<file path="src/rtl/dual_port_ram_pkg.sv">
// Shared definitions for the dual-port RAM: collision modes, sweep states and
// the byte-lane merge used by both the write path and write-first reads.
package ram_pkg;

  localparam int READ_FIRST  = 0;
  localparam int WRITE_FIRST = 1;

  // Widest word / lane mask the merge helper handles; DATA_BITS must stay below this.
  localparam int MAX_DATA_BITS = 256;
  localparam int MAX_LANES     = 256;
  localparam int SEL_BITS      = $clog2(MAX_DATA_BITS);

  typedef enum logic {
    IDLE,
    CLEARING
  } state_t;

  function automatic logic [MAX_DATA_BITS-1:0] lane_merge(
    input logic [MAX_DATA_BITS-1:0] old_word,
    input logic [MAX_DATA_BITS-1:0] new_word,
    input logic [MAX_LANES-1:0]     lanes,
    input int                       byte_bits
  );
    logic [MAX_DATA_BITS-1:0] merged;
    merged = old_word;
    for (int i = 0; i < MAX_DATA_BITS; i++) begin
      if (lanes[SEL_BITS'(i / byte_bits)]) merged[SEL_BITS'(i)] = new_word[SEL_BITS'(i)];
    end
    return merged;
  endfunction

endpackage

</file>
<file path="src/rtl/dual_port_ram_if.sv">
// Request/response bundle of the dual-port RAM: clear control, write port and
// registered read port.
interface dual_port_ram_if #(
  parameter int ADDRESS_BITS = 4,
  parameter int DATA_BITS    = 32,
  parameter int BYTE_BITS    = 8
);
  localparam int LANES = DATA_BITS / BYTE_BITS;

  logic                    clear;
  logic                    busy;
  logic                    write;
  logic [ADDRESS_BITS-1:0] write_address;
  logic [DATA_BITS-1:0]    write_data;
  logic [LANES-1:0]        write_lanes;
  logic                    read;
  logic [ADDRESS_BITS-1:0] read_address;
  logic [DATA_BITS-1:0]    read_data;
  logic                    read_valid;

  modport master (
    output clear, write, write_address, write_data, write_lanes, read, read_address,
    input  busy, read_data, read_valid
  );

  modport slave (
    input  clear, write, write_address, write_data, write_lanes, read, read_address,
    output busy, read_data, read_valid
  );

endinterface

</file>
<file path="src/rtl/ram_clear_sequencer.sv">
// Clear sweep controller: walks every address once, writing zero, after reset
// or an accepted clear request; busy is high for the whole sweep.
module ram_clear_sequencer
  import ram_pkg::*;
#(
  parameter int ADDRESS_BITS = 4
) (
  input  logic                    clock,
  input  logic                    reset_n,
  input  logic                    clear,
  output logic                    busy,
  output logic                    clear_write,
  output logic [ADDRESS_BITS-1:0] clear_address
);

  localparam logic [ADDRESS_BITS-1:0] LAST_ADDRESS = '1;

  state_t                  state;
  logic [ADDRESS_BITS-1:0] counter;

  // NOTE: state registers use non-blocking (<=) so every flop samples pre-edge values.
  always_ff @(posedge clock or negedge reset_n) begin
    if (!reset_n) begin
      state   <= CLEARING;
      counter <= '0;
    end else begin
      case (state)
        CLEARING: begin
          counter <= counter + 1'b1;
          if (counter == LAST_ADDRESS) state <= IDLE;
        end
        IDLE: begin
          if (clear) begin
            state   <= CLEARING;
            counter <= '0;
          end
        end
        default: state <= CLEARING;
      endcase
    end
  end

  assign busy          = (state == CLEARING);
  assign clear_write   = busy;
  assign clear_address = counter;

endmodule

</file>
<file path="src/rtl/dual_port_ram.sv">
// One-write/one-read RAM with byte lanes, registered read, selectable collision
// behaviour and a one-word-per-cycle clear sweep.
module dual_port_ram
  import ram_pkg::*;
#(
  parameter int ADDRESS_BITS = 4,
  parameter int DATA_BITS    = 32,
  parameter int BYTE_BITS    = 8,
  parameter int READ_MODE    = READ_FIRST
) (
  input logic             clock,
  input logic             reset_n,
  dual_port_ram_if.slave  bus
);

  localparam int DEPTH = 1 << ADDRESS_BITS;

  logic                    busy;
  logic                    clear_write;
  logic [ADDRESS_BITS-1:0] clear_address;

  ram_clear_sequencer #(.ADDRESS_BITS(ADDRESS_BITS)) u_sequencer (
    .clock         (clock),
    .reset_n       (reset_n),
    .clear         (bus.clear),
    .busy          (busy),
    .clear_write   (clear_write),
    .clear_address (clear_address)
  );

  // A clear request on an idle edge drops that edge's read and write.
  logic accept, user_write, user_read;
  assign accept     = !busy && !bus.clear;
  assign user_write = accept && bus.write;
  assign user_read  = accept && bus.read;

  logic [DATA_BITS-1:0] mem [DEPTH];

  logic [DATA_BITS-1:0]               old_word, merged, read_word;
  logic [MAX_DATA_BITS-DATA_BITS-1:0] merge_unused;
  logic                               collision;

  assign old_word = mem[bus.write_address];
  assign {merge_unused, merged} = lane_merge(MAX_DATA_BITS'(old_word),
                                             MAX_DATA_BITS'(bus.write_data),
                                             MAX_LANES'(bus.write_lanes),
                                             BYTE_BITS);
  assign collision = user_write && (bus.write_address == bus.read_address);

  // NOTE: default assignment first so always_comb cannot infer a latch.
  always_comb begin
    read_word = mem[bus.read_address];
    if (READ_MODE == WRITE_FIRST && collision) read_word = merged;
  end

  // NOTE: the array has no reset; the sweep zeroes it so it still maps to block RAM.
  always_ff @(posedge clock) begin
    if (clear_write)     mem[clear_address]     <= '0;
    else if (user_write) mem[bus.write_address] <= merged;
  end

  logic [DATA_BITS-1:0] read_data_q;
  logic                 read_valid_q;

  always_ff @(posedge clock or negedge reset_n) begin
    if (!reset_n) begin
      read_data_q  <= '0;
      read_valid_q <= 1'b0;
    end else begin
      read_valid_q <= user_read;
      if (user_read) read_data_q <= read_word;
    end
  end

  assign bus.busy       = busy;
  assign bus.read_data  = read_data_q;
  assign bus.read_valid = read_valid_q;

endmodule

</file>
<file path="src/flat_wrapper.sv">
// flat-port wrapper written by rule: the top's interface ports become plain ports
module dual_port_ram_flat import ram_pkg::*;
#(
  parameter int ADDRESS_BITS = 4,
  parameter int DATA_BITS    = 32,
  parameter int BYTE_BITS    = 8,
  parameter int READ_MODE    = READ_FIRST
)
  (clock, reset_n, bus_clear, bus_write, bus_write_address, bus_write_data, bus_write_lanes, bus_read, bus_read_address, bus_busy, bus_read_data, bus_read_valid);
  dual_port_ram_if #(.ADDRESS_BITS(ADDRESS_BITS), .DATA_BITS(DATA_BITS), .BYTE_BITS(BYTE_BITS)) bus_i ();
  input logic clock;
  input logic reset_n;
  input wire logic [$bits(bus_i.clear)-1:0] bus_clear;
  input wire logic [$bits(bus_i.write)-1:0] bus_write;
  input wire logic [$bits(bus_i.write_address)-1:0] bus_write_address;
  input wire logic [$bits(bus_i.write_data)-1:0] bus_write_data;
  input wire logic [$bits(bus_i.write_lanes)-1:0] bus_write_lanes;
  input wire logic [$bits(bus_i.read)-1:0] bus_read;
  input wire logic [$bits(bus_i.read_address)-1:0] bus_read_address;
  output wire logic [$bits(bus_i.busy)-1:0] bus_busy;
  output wire logic [$bits(bus_i.read_data)-1:0] bus_read_data;
  output wire logic [$bits(bus_i.read_valid)-1:0] bus_read_valid;
  assign bus_i.clear = bus_clear;
  assign bus_i.write = bus_write;
  assign bus_i.write_address = bus_write_address;
  assign bus_i.write_data = bus_write_data;
  assign bus_i.write_lanes = bus_write_lanes;
  assign bus_i.read = bus_read;
  assign bus_i.read_address = bus_read_address;
  assign bus_busy = bus_i.busy;
  assign bus_read_data = bus_i.read_data;
  assign bus_read_valid = bus_i.read_valid;
  dual_port_ram #(.ADDRESS_BITS(ADDRESS_BITS), .DATA_BITS(DATA_BITS), .BYTE_BITS(BYTE_BITS), .READ_MODE(READ_MODE)) u_core (.clock(clock), .reset_n(reset_n), .bus(bus_i));
endmodule
</file>
<file path="config.mk">
export PLATFORM = sky130hd
export DESIGN_NAME = dual_port_ram_flat
export DESIGN_NICKNAME = d
export VERILOG_FILES = /design/src/rtl/dual_port_ram_pkg.sv /design/src/rtl/dual_port_ram_if.sv /design/src/rtl/ram_clear_sequencer.sv /design/src/rtl/dual_port_ram.sv /design/src/flat_wrapper.sv
export SDC_FILE = /design/constraint.sdc
export NUM_CORES = 1
export LEC_CHECK = 0
export CAP_MARGIN = 20
export CORE_UTILIZATION = 57
export CTS_CLUSTER_DIAMETER = 40
export DETAILED_ROUTE_END_ITERATION = 7
export PLACE_DENSITY = 0.75
export SYNTH_ARGS = -nofsm -noshare
export SYNTH_HDL_FRONTEND = slang
export SYNTH_SLANG_ARGS = --single-unit
</file>
<file path="constraint.sdc">
create_clock -name clock -period 6.5 [get_ports clock]
set_clock_uncertainty 0.2 [all_clocks]
set_input_delay 0.65 -clock clock [delete_from_list [all_inputs] [get_ports clock]]
set_output_delay 0.65 -clock clock [all_outputs]
set_load 0.01 [all_outputs]
</file>
==> impl_summary.log, run 1 <==
INFO  metric buffer_ports.inserted = 82
INFO  metric grt_pass1_wl = 73.57 mm
INFO  metric diodes = 0
INFO  metric wirelength = around 50 mm
INFO  metric yosysTopAreaCell = sky130_fd_sc_hd__edfxtp_1
INFO  metric floorplan.die.height = ~200 um
INFO  metric nets = 1,349
INFO  metric timing.critical_path.required = 6.51 ns
INFO  metric globalRouteOverflowTotal = 0
INFO  metric timing_worst_setup_path_type = input pin to register
INFO  metric synth_sequential_area_ratio = about three quarters
INFO  metric critPathCapture = u_core.mem[10][13]
INFO  metric wl_per_cell = approximately 27 um
INFO  metric clk_transition_reported_paths = 0.06 ns
INFO  metric max_cap_viol_count = 0
INFO  metric layout_min_cycle_time = between 3 and 4 ns
INFO  metric detail_route.vias_per_cell = 6.320
INFO  metric critPathLaunchType = input pin
INFO  metric crit_path_top_delay_cell = sky130_fd_sc_hd__nor3_1
INFO  metric power_per_cell_area = about 400 nW/um^2
INFO  metric worst-r2r-cell-count = 5
INFO  metric tns = 0 ns
INFO  metric place_congestion = roughly 0.83
INFO  metric synth_fp_nets = 1,242
INFO  metric dominantRegCellSynth = sky130_fd_sc_hd__edfxtp_1
INFO  metric ys_ff_latch = 550
INFO  metric clockRootBuffer = sky130_fd_sc_hd__clkbuf_16
INFO  metric synth_simple_gate_area_share = approximately 5.3%
INFO  metric die-area = 38,790 sq um
INFO  metric crit_path_start = bus_write_lanes[0]
INFO  metric groute.usage.overall = between 20% and 30%
INFO  metric timing.final.setup_violations = 0
INFO  metric cp_max_fo = 27
INFO  metric grt_setup_unrepaired = no
INFO  metric relative_slew_slack = 23.99%
INFO  metric fmaxAchievable = 277.7 MHz
INFO  metric post-route-worst-setup-slack = between 2 and 3 ns
INFO  metric synthTopCellsByArea = sky130_fd_sc_hd__edfxtp_1 (71%), sky130_fd_sc_hd__mux4_2 (6.8%), sky130_fd_sc_hd__mux2i_1 (5.9%)
INFO  metric vias_in_the_first_global_route = between 10,000 and 15,000
INFO  metric r2r-start = u_core.u_sequencer.busy
INFO  metric synthCells = 1,192
INFO  metric synth_compound_gate_area_share = 4.100%
INFO  metric yosys-mux-area-fraction = a little over an eighth
INFO  metric largest_family_of_logic_cells_by_synthesized_area = multiplexers
INFO  metric design.core.area = 37,490 sq um
INFO  metric synthDistinctLibCells = 40
INFO  metric cts_max_path_buffers = 3
INFO  metric cts_made_buffers = 60
INFO  metric post-cts-setup-buffers = 0
INFO  metric count_of_standard_cell_rows = 71
INFO  metric timing_worst_slew_pin_value = 1.140 ns
INFO  metric synthesis.yosys.warnings = 0
INFO  metric ff2ff_setup_slack = between 2 and 3 ns
INFO  metric initial_antenna_violation_count = 0
INFO  metric place_worst_setup_slack = about 1.7 ns
INFO  metric holdWs = between 0.3 and 0.4 ns
INFO  metric ctsHtreeMaxLevel = 2
INFO  metric r2r_end = u_core.mem[3][3]
INFO  metric crit_path_cell_count = 6
INFO  metric worstPathBufferInverterCount = 2
INFO  metric fillers = about 2,500
INFO  metric hold_path_class = register to register
INFO  metric tritoncts = yes
INFO  metric worst_path_top_cell_family_by_delay = simple AND/OR/NAND/NOR gates
INFO  metric timing_max_transition_violations_final = 0
INFO  metric post_synth_xor_area_fraction = 0.04043%
INFO  metric drc_errors = 0
INFO  metric leakage = 8.688 nW
INFO  metric sequential_cell_area = 16,330 sq um
INFO  metric synthAdderAreaFrac = 0.05775%
INFO  metric synth_enable_flop_cells = 512
INFO  metric routed-via-count = 11,740
INFO  metric final.period_utilization = between 50 and 60%
INFO  metric largest_net_degree_at_the_start_of_global_routing = 111
INFO  metric cts_resized = 0
INFO  metric run_status = finished clean
INFO  metric initial_core_utilization = 57.79%
INFO  metric path_cells = clkdlybuf4s50_1 > or4_4 > and3_2 > buf_12 > mux2i_4 > nor3_1
INFO  metric ioPinCount = 83
INFO  metric post_route_cells_drive_above_1_share = 16.85%
INFO  metric clock_insertion_delay_worst_skew = 0.60 ns
INFO  metric async_reset_ff_share = 6.909%
INFO  metric ir_drop = 0.3002 mV
INFO  metric multi_input_comb_area = 4975 sq um
INFO  metric cts.sink_count = 550
INFO  metric final_util = ~67%
INFO  metric mappedNetlistArea = 21,660 sq um
INFO  metric arrival = 3.61 ns
INFO  metric syn_area_per_cell = 18.17 sq um
INFO  metric final_antenna_net_count = 0
INFO  metric die-width = 197.0 um
INFO  metric synth_top_area_share = 70.97%
INFO  metric final_hold_viol_count = 0
INFO  metric flow.area_growth_from_synthesis = 15.59%
INFO  metric detail_route.first_pass.iterations = 5
INFO  metric estimated_wirelength_of_the_detail_placed_design = approximately 30 mm
INFO  metric cpPeakStageDelay = 1.00 ns
INFO  metric worstSetupEndpointType = register
INFO  metric initialDrtViolationCount = between 900 and 1,000
-- worst min-delay path by stage --
stage | slack [ns] | end | cells past startpoint | startpoint
finish | 0.33 | u_core.bus.read_data[16] | 2 | u_core.bus.read_data[16]
global route | 0.37 | u_core.bus.read_data[27] | 2 | u_core.bus.read_data[27]
CTS | 0.34 | u_core.bus.read_data[16] | 2 | u_core.bus.read_data[16]
floorplan | 0.15 | u_core.bus.read_data[0] | 0 | reset_n
detailed placement | 0.32 | u_core.bus.read_data[16] | 2 | u_core.bus.read_data[16]
global placement | 0.32 | u_core.bus.read_data[21] | 2 | u_core.bus.read_data[21]
-- synth_stat cells, types with 6 or more instances --
library cell / n
sky130_fd_sc_hd__dfrtp_1: 37
sky130_fd_sc_hd__nor3_1: 63
sky130_fd_sc_hd__nor2_1: 39
sky130_fd_sc_hd__nor2b_1: 13
sky130_fd_sc_hd__clkbuf_1: 39
sky130_fd_sc_hd__buf_2: 28
sky130_fd_sc_hd__and2_1: 31
sky130_fd_sc_hd__edfxtp_1: 512
sky130_fd_sc_hd__nand2_1: 57
sky130_fd_sc_hd__mux2i_1: 127
sky130_fd_sc_hd__a31oi_1: 33
sky130_fd_sc_hd__buf_6: 6
sky130_fd_sc_hd__a22oi_1: 62
sky130_fd_sc_hd__nand4_1: 22
sky130_fd_sc_hd__a21oi_1: 25
sky130_fd_sc_hd__mux4_2: 65
-- routing by layer --
layer	wire length (um)	vias up	track usage [%]	part of all wire (%)
met2	24110	710	42.30	47
met4	2081	0	11.34	4.1
met1	20000	5918	37.13	39
li1	-	4997	-	-
met3	4577	117	4.997	9.0
met5	0	-	0	0
-- through the flow --
stage / std cells / instance area [sq um] / total power [W]
2_1_floorplan: 1192 / 21660 / 0.005902
3_3_place_gp: 1722 / 22880 / 0.006596
3_5_place_dp: 1722 / 22880 / 0.006649
4_1_cts: 1833 / 24880 / 0.01001
5_1_grt: 1858 / 25040 / 0.01035
6_report: 1858 / 25040 / 0.01005
-- state kept, by name, summed over array words and instances (netlist names) --
register / flops
u_core.bus.read_valid: 1
u_core.bus.read_data: 32
u_core.u_sequencer.busy: 1
u_core.u_sequencer.clear_address: 4
u_core.mem: 512
-- layout make-up --
cell class                 instances  area share (%)
multi-input combinational        563           19.87
tap                              511           2.553
clock buffer                      69           6.215
sequential                       550           65.20
clock inverter                    41           1.734
inverter                           2         0.02998
timing repair buffer             122           4.407
-- worst register-to-register path: stages, from the launching register on --
cell and delay, ns:
sky130_fd_sc_hd__dfstp_2 0.44, sky130_fd_sc_hd__nor2_1 0.40, sky130_fd_sc_hd__and3_2 0.41, sky130_fd_sc_hd__buf_12 0.27, sky130_fd_sc_hd__a31oi_4 0.43, sky130_fd_sc_hd__nor3_1 1.02
-- power by group --
group	switching, W	leakage (nW)	internal, W
combinational	0.00113	2.36	0.000631
clock	0.00138	0.973	0.00201
sequential	0.000246	5.36	0.00465
total	0.00276	8.69	0.00729
-- layout by cell type (no fill, tap or decap), types with 2 or more instances in the layout --
| cell type | instances |
|---|---|
| sky130_fd_sc_hd__buf_2 | 15 |
| sky130_fd_sc_hd__clkinv_4 | 6 |
| sky130_fd_sc_hd__clkbuf_4 | 9 |
| sky130_fd_sc_hd__clkdlybuf4s50_1 | 78 |
| sky130_fd_sc_hd__dfrtp_1 | 37 |
| sky130_fd_sc_hd__clkbuf_16 | 61 |
| sky130_fd_sc_hd__nor2_2 | 2 |
| sky130_fd_sc_hd__clkinvlp_4 | 3 |
| sky130_fd_sc_hd__a21oi_2 | 3 |
| sky130_fd_sc_hd__a31oi_4 | 2 |
| sky130_fd_sc_hd__a31oi_1 | 33 |
| sky130_fd_sc_hd__mux2i_1 | 127 |
| sky130_fd_sc_hd__a22o_1 | 2 |
| sky130_fd_sc_hd__buf_12 | 2 |
| sky130_fd_sc_hd__a22oi_1 | 62 |
| sky130_fd_sc_hd__nor3_2 | 2 |
| sky130_fd_sc_hd__clkinv_1 | 8 |
| sky130_fd_sc_hd__nand2_1 | 57 |
| sky130_fd_sc_hd__nor2b_2 | 3 |
| sky130_fd_sc_hd__buf_4 | 14 |
| sky130_fd_sc_hd__a21oi_1 | 22 |
| sky130_fd_sc_hd__clkbuf_1 | 8 |
| sky130_fd_sc_hd__clkbuf_2 | 2 |
| sky130_fd_sc_hd__bufinv_16 | 7 |
| sky130_fd_sc_hd__inv_6 | 4 |
| sky130_fd_sc_hd__edfxtp_1 | 512 |
| sky130_fd_sc_hd__nor2b_1 | 10 |
| sky130_fd_sc_hd__clkinv_2 | 10 |
| sky130_fd_sc_hd__and2_1 | 32 |
| sky130_fd_sc_hd__mux2i_4 | 6 |
| sky130_fd_sc_hd__nor2_1 | 37 |
| sky130_fd_sc_hd__nor3_1 | 63 |
| sky130_fd_sc_hd__nand4_1 | 22 |
| sky130_fd_sc_hd__inv_8 | 3 |
| sky130_fd_sc_hd__and2_2 | 2 |
| sky130_fd_sc_hd__mux4_2 | 65 |
-- repair_timing --
| item | 4_1_cts | 5_1_grt |
|---|---|---|
| hold endpoints to repair | 24 | 0 |
| setup endpoints to repair | 0 | 0 |
| hold buffers | 1 | 0 |
-- logic make-up after synthesis --
group	count (synthesis)
DFF	550
and+or+nand+nor	234
muxes	199
AOI/OAI and AO/OA	128
buffers and inverters	79
xor gates and xnor gates	1
adders and majority gates	1
No activity file was read; power rests on OpenSTA's default activity.
==> run 2, diff against run 1 <==
--- a/config.mk
+++ b/config.mk
@@ -6,10 +6,10 @@
 export NUM_CORES = 1
 export LEC_CHECK = 0
 export CAP_MARGIN = 20
-export CORE_UTILIZATION = 57
+export CORE_UTILIZATION = 55
 export CTS_CLUSTER_DIAMETER = 40
 export DETAILED_ROUTE_END_ITERATION = 7
-export PLACE_DENSITY = 0.75
+export PLACE_DENSITY = 0.76
 export SYNTH_ARGS = -nofsm -noshare
 export SYNTH_HDL_FRONTEND = slang
 export SYNTH_SLANG_ARGS = --single-unit
==> constraint.sdc (replaced) <==
create_clock -name clock -period 3.2 [get_ports clock]
set_clock_uncertainty 0.2 [all_clocks]
set_input_delay 0.32 -clock clock [delete_from_list [all_inputs] [get_ports clock]]
set_output_delay 0.32 -clock clock [all_outputs]
set_load 0.01 [all_outputs]
==> run 2 against run 1 <==
Against the previous run:
- clock power grew 110%
- final cell count up 5.3%
- clock-buffer cell count up 17
- global-route usage fell by 1.2 points
- combinational power grew 130%
- wire length shrank 1.1%
- first-iteration DRC count decreased by 1.4%
- worst hold slack got worse by 0.26 ns
- die area is 3.6% higher
- register-to-register slack got worse by 2.5 ns
- sequential power up 100%
- critical path type unchanged
==> impl_summary.log, run 2 (synthesis gave the netlist of run 1 again) <==
INFO  metric detail_route.first_pass.iterations = 5 (unchanged)
INFO  metric diodes = 0 (unchanged)
INFO  metric count_of_standard_cell_rows = 72 (was 71)
INFO  metric globalRouteOverflowTotal = 0 (unchanged)
INFO  metric floorplan.die.height = 200.5 um (was 197.0 um)
INFO  metric critPathLaunchType = input pin (unchanged)
INFO  metric layout.cells.most_common = sky130_fd_sc_hd__edfxtp_1 (unchanged)
INFO  metric clock_insertion_delay_worst_skew = 0.58 ns (was 0.60 ns)
INFO  metric dr_wl_met2 = 24.21 mm (was 24.11 mm)
INFO  metric leading_cell_types_in_the_layout_fill_and_taps_excluded = sky130_fd_sc_hd__edfxtp_1 (512), sky130_fd_sc_hd__mux2i_1 (127), sky130_fd_sc_hd__buf_4 (108) (was sky130_fd_sc_hd__edfxtp_1 (512), sky130_fd_sc_hd__mux2i_1 (127), sky130_fd_sc_hd__clkdlybuf4s50_1 (78))
INFO  metric nets = 1,438 (was 1,349)
INFO  metric detail_route.vias_per_cell = 6.126 (was 6.320)
INFO  metric holdWs = 0.07232 ns (was 0.3289 ns)
INFO  metric leakage = 9.209 nW (was 8.688 nW)
INFO  metric run_status = finished clean (unchanged)
INFO  metric post-cts-setup-buffers = 0 (unchanged)
INFO  metric tns = 0 ns (unchanged)
INFO  metric buffer_ports.inserted = 82 (unchanged)
INFO  metric design.core.area = 38,740 sq um (was 37,490 sq um)
INFO  metric multi_input_comb_area = 4955 sq um (was 4975 sq um)
INFO  metric drc_errors = 0 (unchanged)
INFO  metric layout_min_cycle_time = about 2.9 ns
INFO  metric largest_net_degree_at_the_start_of_global_routing = 53 (was 111)
INFO  metric relative_slew_slack = 43.13% (was 23.99%)
INFO  metric estimated_wirelength_of_the_detail_placed_design = 31.49 mm (was 29.78 mm)
INFO  metric ctsHtreeMaxLevel = 3 (was 2)
INFO  metric final_antenna_net_count = 0 (unchanged)
INFO  metric wirelength = 50.21 mm (was 50.76 mm)
INFO  metric initial_core_utilization = 55.93% (was 57.79%)
INFO  metric fmaxAchievable = 346.6 MHz
INFO  metric worst-r2r-cell-count = 7 (was 5)
INFO  metric ir_drop = 0.5570 mV (was 0.3002 mV)
INFO  metric met1Wirelength = 20.02 mm (was 20.00 mm)
INFO  metric largest_register_ff_count = 512 (unchanged)
INFO  metric power_per_cell_area = 815.5 nW/um^2 (was 401.1 nW/um^2)
INFO  metric worstSetupEndpointType = register (unchanged)
INFO  metric groute.usage.overall = 25.58% (was 26.81%)
INFO  metric final_hold_viol_count = 0 (unchanged)
INFO  metric flow.area_growth_from_synthesis = 19.60% (was 15.59%)
INFO  metric placement.cell_area = 23,750 sq um (was 22,880 sq um)
INFO  metric final.period_utilization = 90.16%
INFO  metric place_congestion = 0.8085 (was 0.8329)
INFO  metric clockRootBuffer = sky130_fd_sc_hd__clkbuf_16 (unchanged)
INFO  metric wl_per_cell = 25.67 um (was 27.32 um)
INFO  metric tritoncts = yes (unchanged)
INFO  metric die-width = 200.5 um (was 197.0 um)
INFO  metric wl_met3 = 4.059 mm (was 4.577 mm)
INFO  metric clk_transition_reported_paths = 0.06 ns (about the same)
INFO  metric timing_worst_setup_path_type = input pin to register (unchanged)
INFO  metric most_flops_register = u_core.mem (unchanged)
INFO  metric design_area = 25,910 sq um (was 25,040 sq um)
INFO  metric arrival = 3.03 ns (was 3.61 ns)
INFO  metric cts.sink_count = 550 (unchanged)
INFO  metric final_util = 66.89% (was 66.80%)
INFO  metric routed-via-count = 11,980 (was 11,740)
INFO  metric timing_max_transition_violations_final = 0 (unchanged)
INFO  metric fillers = 2,546 (was 2,483)
INFO  metric max_cap_viol_count = 0 (unchanged)
INFO  metric grt_setup_unrepaired = no (unchanged)
INFO  metric cts_made_buffers = 66 (was 60)
INFO  metric cts_max_path_buffers = 3 (unchanged)
INFO  metric min_path_cells = 3 (was 2)
INFO  metric timing.critical_path.required = 3.34 ns (was 6.51 ns)
INFO  metric top_layer = met4 (unchanged)
INFO  metric die-area = 40,190 sq um (was 38,790 sq um)
INFO  metric initial_antenna_violation_count = 0 (unchanged)
INFO  metric hold_path_class = input pin to register (was register to register)
INFO  metric post_route_cells_drive_above_1_share = 21.63% (was 16.85%)
INFO  metric initialDrtViolationCount = 963 (was 977)
INFO  metric sequential_cell_area = 16,330 sq um (unchanged)
INFO  metric totalPowerFinal = 0.02113 W (was 0.01005 W)
INFO  metric timing.final.setup_violations = 0 (unchanged)
INFO  metric timing_worst_slew_pin_value = 0.8531 ns (was 1.140 ns)
INFO  metric vias_in_the_first_global_route = 12,290 (was 11,680)
INFO  metric cp_max_fo = 24 (was 27)
INFO  metric grt_pass1_wl = 75.80 mm (was 73.57 mm)
INFO  metric ioPinCount = 83 (unchanged)
run 2: changes by cell type in the layout (fill, tap and decap cells not counted), sizes merged:
cell | previous run | this run
buf | 32 | 124
clkbuf | 80 | 88
clkinv | 24 | 19
bufinv | 7 | 3
clkinvlp | 3 | 5
inv | 9 | 7
run 2: final cells by class:
cell class                 count  area share (%)
sequential                   550           63.01
multi-input combinational    563           19.12
timing repair buffer         205           7.166
clock buffer                  86           7.113
tap                          518           2.501
clock inverter                32           1.053
inverter                       2         0.02897
run 2: through the flow:
step                      worst slack (ns)  cells
final                               0.3148   1956
after CTS                           0.1878   1951
after global placement             -0.3321   1831
after global routing                0.2718   1956
after detailed placement           -0.4182   1832
after floorplan                     0.3494   1192
run 2: critical path, cell delays in order:
cell and delay (ns):
sky130_fd_sc_hd__clkdlybuf4s50_1 0.44, sky130_fd_sc_hd__or4_4 0.60, sky130_fd_sc_hd__and3_2 0.32, sky130_fd_sc_hd__buf_12 0.17, sky130_fd_sc_hd__buf_12 0.17, sky130_fd_sc_hd__mux2i_4 0.61
sky130_fd_sc_hd__nor3_1 0.18, sky130_fd_sc_hd__buf_4 0.22
run 2: path summary, 6_finish.rpt:
check,start,end,slack [ns]
max,bus_write_lanes[0],u_core.mem[3][1],0.31
min,bus_read_address[3],u_core.bus.read_data[5],0.07
max reg2reg,u_core.u_sequencer.busy,u_core.mem[3][1],0.42
min reg2reg,u_core.bus.read_data[27],u_core.bus.read_data[27],0.33
max in group asynchronous,reset_n,u_core.bus.read_data[1],1.93
min in group asynchronous,reset_n,u_core.bus.read_data[25],0.10
run 2: power by group:
group / total (W) / switching [W] / leakage, nW / internal, W
Combinational: 0.00411 / 0.00243 / 2.83 / 0.00168
Clock: 0.00716 / 0.00283 / 1.03 / 0.00433
Sequential: 0.00985 / 0.000440 / 5.36 / 0.00941
run 2: per-layer routing:
layer / up-vias / GRT usage, %
met5: - / 0
met4: 0 / 11.50
met3: 132 / 4.627
met2: 600 / 40.29
met1: 6078 / 35.34
li1: 5173 / -
run 2: what timing repair did:
action,CTS,global route
gates resized for setup,0,0
hold buffers,1,0
endpoints found under the hold margin,18,0
==> run 3, diff against run 2 <==
--- a/config.mk
+++ b/config.mk
@@ -5,6 +5,7 @@
 export SDC_FILE = /design/constraint.sdc
 export NUM_CORES = 1
 export LEC_CHECK = 0
+export ABC_AREA = 1
 export CAP_MARGIN = 20
 export CORE_UTILIZATION = 55
 export CTS_CLUSTER_DIAMETER = 40
==> run 3 against run 2 <==
Against the previous run:
- register-to-register slack improved by 0.02 ns
- fmax rose by 4.5%
- synthesized cell count rose by 66%
- flip-flop and latch count did not move
- worst hold slack improved by 0.10 ns
- sequential power rose by 7%
- design area rose by 2.1%
- critical path type is now register to register
- largest power group unchanged
==> impl_summary.log, run 3 <==
INFO  metric mappedNetlistArea = 22,550 sq um (was 21,660 sq um)
INFO  metric design.core.area = 40,100 sq um (was 38,740 sq um)
INFO  metric cpPeakStageDelay = 0.67 ns (was 0.61 ns)
INFO  metric final_hold_viol_count = 0 (unchanged)
INFO  metric dominantRegCellSynth = sky130_fd_sc_hd__edfxtp_1 (unchanged)
INFO  metric ir_drop = 0.6170 mV (was 0.5570 mV)
INFO  metric detail_route.vias_per_cell = 5.804 (was 6.126)
INFO  metric wl_per_cell = 21.26 um (was 25.67 um)
INFO  metric vias_in_the_first_global_route = 15,130 (was 12,290)
INFO  metric r2r-start = u_core.u_sequencer.busy (unchanged)
INFO  metric timing_worst_setup_path_type = register to register (was input pin to register)
INFO  metric leading_cell_types_in_the_layout_fill_and_taps_excluded = sky130_fd_sc_hd__nand2_1 (636), sky130_fd_sc_hd__edfxtp_1 (512), sky130_fd_sc_hd__nand3_1 (391) (was sky130_fd_sc_hd__edfxtp_1 (512), sky130_fd_sc_hd__mux2i_1 (127), sky130_fd_sc_hd__buf_4 (108))
INFO  metric count_of_standard_cell_rows = 73 (was 72)
INFO  metric buffer_ports.inserted = 82 (unchanged)
INFO  metric die-area = 41,810 sq um (was 40,190 sq um)
INFO  metric power_frac_seq = 48.8% (was 46.6%)
INFO  metric timing_max_transition_violations_final = 0 (unchanged)
INFO  metric ctsHtreeMaxLevel = 2 (was 3)
INFO  metric layout.cells.most_common = sky130_fd_sc_hd__nand2_1 (was sky130_fd_sc_hd__edfxtp_1)
INFO  metric syn_area_per_cell = 11.43 sq um (was 18.17 sq um)
INFO  metric final_util = 66.01% (was 66.89%)
INFO  metric synthAdderAreaFrac = 0.05550% (was 0.05775%)
INFO  metric initial_core_utilization = 56.23% (was 55.93%)
INFO  metric p_clk_share = 30.6% (was 33.9%)
INFO  metric relative_slew_slack = 47.44% (was 43.13%)
INFO  metric estimated_wirelength_of_the_detail_placed_design = 34.76 mm (was 31.49 mm)
INFO  metric groute.usage.overall = 27.82% (was 25.58%)
INFO  metric nets = 2,176 (was 1,438)
INFO  metric layout_min_cycle_time = 2.760 ns (was 2.885 ns)
INFO  metric floorplan.die.height = 204.5 um (was 200.5 um)
INFO  metric yosys-mux-area-fraction = 0% (was 13.26%)
INFO  metric grt_pass1_wl = 86.37 mm (was 75.80 mm)
INFO  metric post_synth_xor_area_fraction = 0% (was 0.04043%)
INFO  metric synthCells = 1,973 (was 1,192)
INFO  metric die-width = 204.5 um (was 200.5 um)
INFO  metric tritoncts = yes (unchanged)
INFO  metric max_cap_viol_count = 0 (unchanged)
INFO  metric clock_insertion_delay_worst_skew = 0.59 ns (was 0.58 ns)
INFO  metric power_per_cell_area = 814.8 nW/um^2 (was 815.5 nW/um^2)
INFO  metric synth_compound_gate_area_share = 2.187% (was 4.100%)
INFO  metric p_switching = 0.006178 W (was 0.005708 W)
INFO  metric synth_fp_nets = 2,023 (was 1,242)
INFO  metric multi_input_comb_area = 5492 sq um (was 4955 sq um)
INFO  metric run_status = finished clean (unchanged)
INFO  metric cts.sink_count = 550 (unchanged)
INFO  metric grt_setup_unrepaired = no (unchanged)
INFO  metric final_antenna_net_count = 0 (unchanged)
INFO  metric cts_made_buffers = 57 (was 66)
INFO  metric synth_simple_gate_area_share = 22.08% (was 5.348%)
INFO  metric async_reset_ff_share = 6.909% (unchanged)
INFO  metric yosys.cell_count.top_type = sky130_fd_sc_hd__nand2_1 (was sky130_fd_sc_hd__edfxtp_1)
INFO  metric start_point_of_the_worst_min_delay_path = bus_read_address[2] (was bus_read_address[3])
INFO  metric place_congestion = 0.8850 (was 0.8085)
INFO  metric worstSetupEndpointType = register (unchanged)
INFO  metric timing_worst_slew_pin_value = 0.7875 ns (was 0.8531 ns)
INFO  metric synthesis.yosys.warnings = 0 (unchanged)
INFO  metric initialDrtViolationCount = 1,871 (was 963)
INFO  metric cpMostUsedCell = sky130_fd_sc_hd__nand2_1 (was sky130_fd_sc_hd__buf_12)
INFO  metric fillers = 2,825 (was 2,546)
INFO  metric wirelength = 57.31 mm (was 50.21 mm)
INFO  metric initial_antenna_violation_count = 0 (unchanged)
INFO  metric largest_register_ff_count = 512 (unchanged)
INFO  metric path_cells = nor2_4 > o211ai_4 > nand2_4 > nand2_1 > nand2_1 > nor2_2 > nand2_1 > nor2_1 > buf_4 (was clkdlybuf4s50_1 > or4_4 > and3_2 > buf_12 > buf_12 > mux2i_4 > nor3_1 > buf_4)
INFO  metric diodes = 0 (unchanged)
INFO  metric ys_ff_latch = 550 (unchanged)
INFO  metric yosysTopAreaCell = sky130_fd_sc_hd__edfxtp_1 (unchanged)
INFO  metric final.period_utilization = 86.24% (was 90.16%)
INFO  metric holdWs = 0.1722 ns (was 0.07232 ns)
INFO  metric power_switching_share = 28.65% (was 27.01%)
INFO  metric synth_sequential_area_ratio = 72.42% (was 75.36%)
INFO  metric timing.final.setup_violations = 0 (unchanged)
INFO  metric cp_max_fo = 12 (was 24)
INFO  metric worst_path_top_cell_family_by_delay = simple AND/OR/NAND/NOR gates (unchanged)
INFO  metric timing.critical_path.required = 3.30 ns (was 3.34 ns)
INFO  metric post_route_cells_drive_above_1_share = 11.24% (was 21.63%)
INFO  metric leakage = 10.29 nW (was 9.209 nW)
INFO  metric cts_resized = 0 (unchanged)
INFO  metric combinationalPowerShare = 20.6% (was 19.5%)
INFO  metric synth_top_area_share = 68.19% (was 70.97%)
INFO  metric design_area = 26,470 sq um (was 25,910 sq um)
INFO  metric sequential_cell_area = 16,330 sq um (unchanged)
INFO  metric synthDistinctLibCells = 26 (was 40)
INFO  metric ioPinCount = 83 (unchanged)
INFO  metric crit_path_start = u_core.u_sequencer.busy (was bus_write_lanes[0])
INFO  metric synth_enable_flop_cells = 512 (unchanged)
INFO  metric flow.area_growth_from_synthesis = 17.39% (was 19.60%)
INFO  metric p_int = 0.01539 W (was 0.01542 W)
INFO  metric drc_errors = 0 (unchanged)
INFO  metric clockRootBuffer = sky130_fd_sc_hd__clkbuf_16 (unchanged)
INFO  metric most_flops_register = u_core.mem (unchanged)
INFO  metric detail_route.first_pass.iterations = 7 (was 5)
INFO  metric totalPowerFinal = 0.02156 W (was 0.02113 W)
INFO  metric critPathLaunchType = register (was input pin)
INFO  metric cts_max_path_buffers = 3 (unchanged)
INFO  metric routed-via-count = 15,650 (was 11,980)
INFO  metric synthTopCellsByArea = sky130_fd_sc_hd__edfxtp_1 (68%), sky130_fd_sc_hd__nand2_1 (11%), sky130_fd_sc_hd__nand3_1 (8.7%) (was sky130_fd_sc_hd__edfxtp_1 (71%), sky130_fd_sc_hd__mux4_2 (6.8%), sky130_fd_sc_hd__mux2i_1 (5.9%))
INFO  metric globalRouteOverflowTotal = 0 (unchanged)
INFO  metric worstPathBufferInverterCount = 1 (was 4)
INFO  metric fmaxAchievable = 362.3 MHz (was 346.6 MHz)
INFO  metric largest_net_degree_at_the_start_of_global_routing = 129 (was 53)
INFO  metric arrival = 2.86 ns (was 3.03 ns)
INFO  metric placement.cell_area = 24,530 sq um (was 23,750 sq um)
INFO  metric tns = 0 ns (unchanged)
INFO  metric crit_path_top_delay_cell = sky130_fd_sc_hd__dfstp_2 (was sky130_fd_sc_hd__mux2i_4)
INFO  metric hold_path_class = input pin to register (unchanged)
INFO  metric largest_family_of_logic_cells_by_synthesized_area = simple AND/OR/NAND/NOR gates (was multiplexers)
INFO  metric clk_transition_reported_paths = 0.06 ns (about the same)
INFO  metric ys_top_cells_by_count = sky130_fd_sc_hd__nand2_1 (636), sky130_fd_sc_hd__edfxtp_1 (512), sky130_fd_sc_hd__nand3_1 (391) (was sky130_fd_sc_hd__edfxtp_1 (512), sky130_fd_sc_hd__mux2i_1 (127), sky130_fd_sc_hd__mux4_2 (65))
run 3: cell types whose count changed in the layout (fill, tap and decap cells not counted), sizes merged, moves of 64 or more:
| cell | before | now |
|---|---|---|
| nand2 | 57 | 642 |
| nand3 | 1 | 391 |
| mux2i | 133 | 0 |
| nor2 | 39 | 141 |
| mux4 | 65 | 0 |
| nor3 | 65 | 1 |
run 3: final cells by class:
type                    instances  share of cell area [%]
well taps                     525                   2.482
multi-input cells            1255                   20.75
repair buffers                213                   7.162
clock inverters                32                   1.357
inverters                      49                  0.7233
clock buffers                  72                   5.838
flip-flops and latches        550                   61.69
run 3: kinds of logic (layout without fill, tap and decap cells):
family / count (synthesis) / in the layout
simple gates: 1178 / 1178
flops: 550 / 550
buf+inv: 168 / 366
compound gates: 76 / 76
fa+ha+maj: 1 / 1
run 3: final timing paths:
path / end / slack (ns) / cells after the start
max: u_core.mem[5][24] / 0.44 / 9
min: u_core.bus.read_data[7] / 0.17 / 6
max reg2reg: u_core.mem[5][24] / 0.44 / 9
min reg2reg: u_core.u_sequencer.busy / 0.30 / 1
max in group asynchronous: u_core.bus.read_data[19] / 1.35 / 4
min in group asynchronous: u_core.bus.read_data[17] / 0.55 / 3
run 3: per-stage QoR:
step | setup WS [ns] | cells
2_1_floorplan | 0.9210 | 1973
5_1_grt | 0.3793 | 2696
3_3_place_gp | 0.3254 | 2589
4_1_cts | 0.4866 | 2696
3_5_place_dp | 0.2116 | 2589
6_report | 0.4402 | 2696
run 3: what timing repair did:
item / in CTS / in global routing
endpoints found under the hold margin: 37 / 0
hold buffers: 3 / 0
buffers inserted: 0 / 0
run 3: power groups by stage:
stage	Clock, W	Sequential [W]	Combinational (W)
5_1_grt	0.00693	0.0106	0.00482
2_1_floorplan	0	0.0105	0.00225
3_3_place_gp	0	0.0106	0.00423
4_1_cts	0.00665	0.0105	0.00443
6_report	0.00660	0.0105	0.00444
3_5_place_dp	0	0.0106	0.00437
run 3: worst register-to-register path: stages (launching register included):
cell	delay, ns
sky130_fd_sc_hd__dfstp_2	0.67
sky130_fd_sc_hd__nor2_4	0.10
sky130_fd_sc_hd__o211ai_4	0.17
sky130_fd_sc_hd__nand2_4	0.14
sky130_fd_sc_hd__nand2_1	0.08
sky130_fd_sc_hd__nand2_1	0.12
sky130_fd_sc_hd__nor2_2	0.21
sky130_fd_sc_hd__nand2_1	0.35
sky130_fd_sc_hd__nor2_1	0.26
sky130_fd_sc_hd__buf_4	0.18
run 3: per-layer routing:
| metal | GRT usage, % | share of wire [%] | routed length [um] |
|---|---|---|---|
| met5 | 0 | 0 | 0 |
| met4 | 10.45 | 3.7 | 2118 |
| met3 | 4.129 | 9.5 | 5442 |
| met2 | 45.41 | 48 | 27230 |
| met1 | 38.01 | 39 | 22510 |
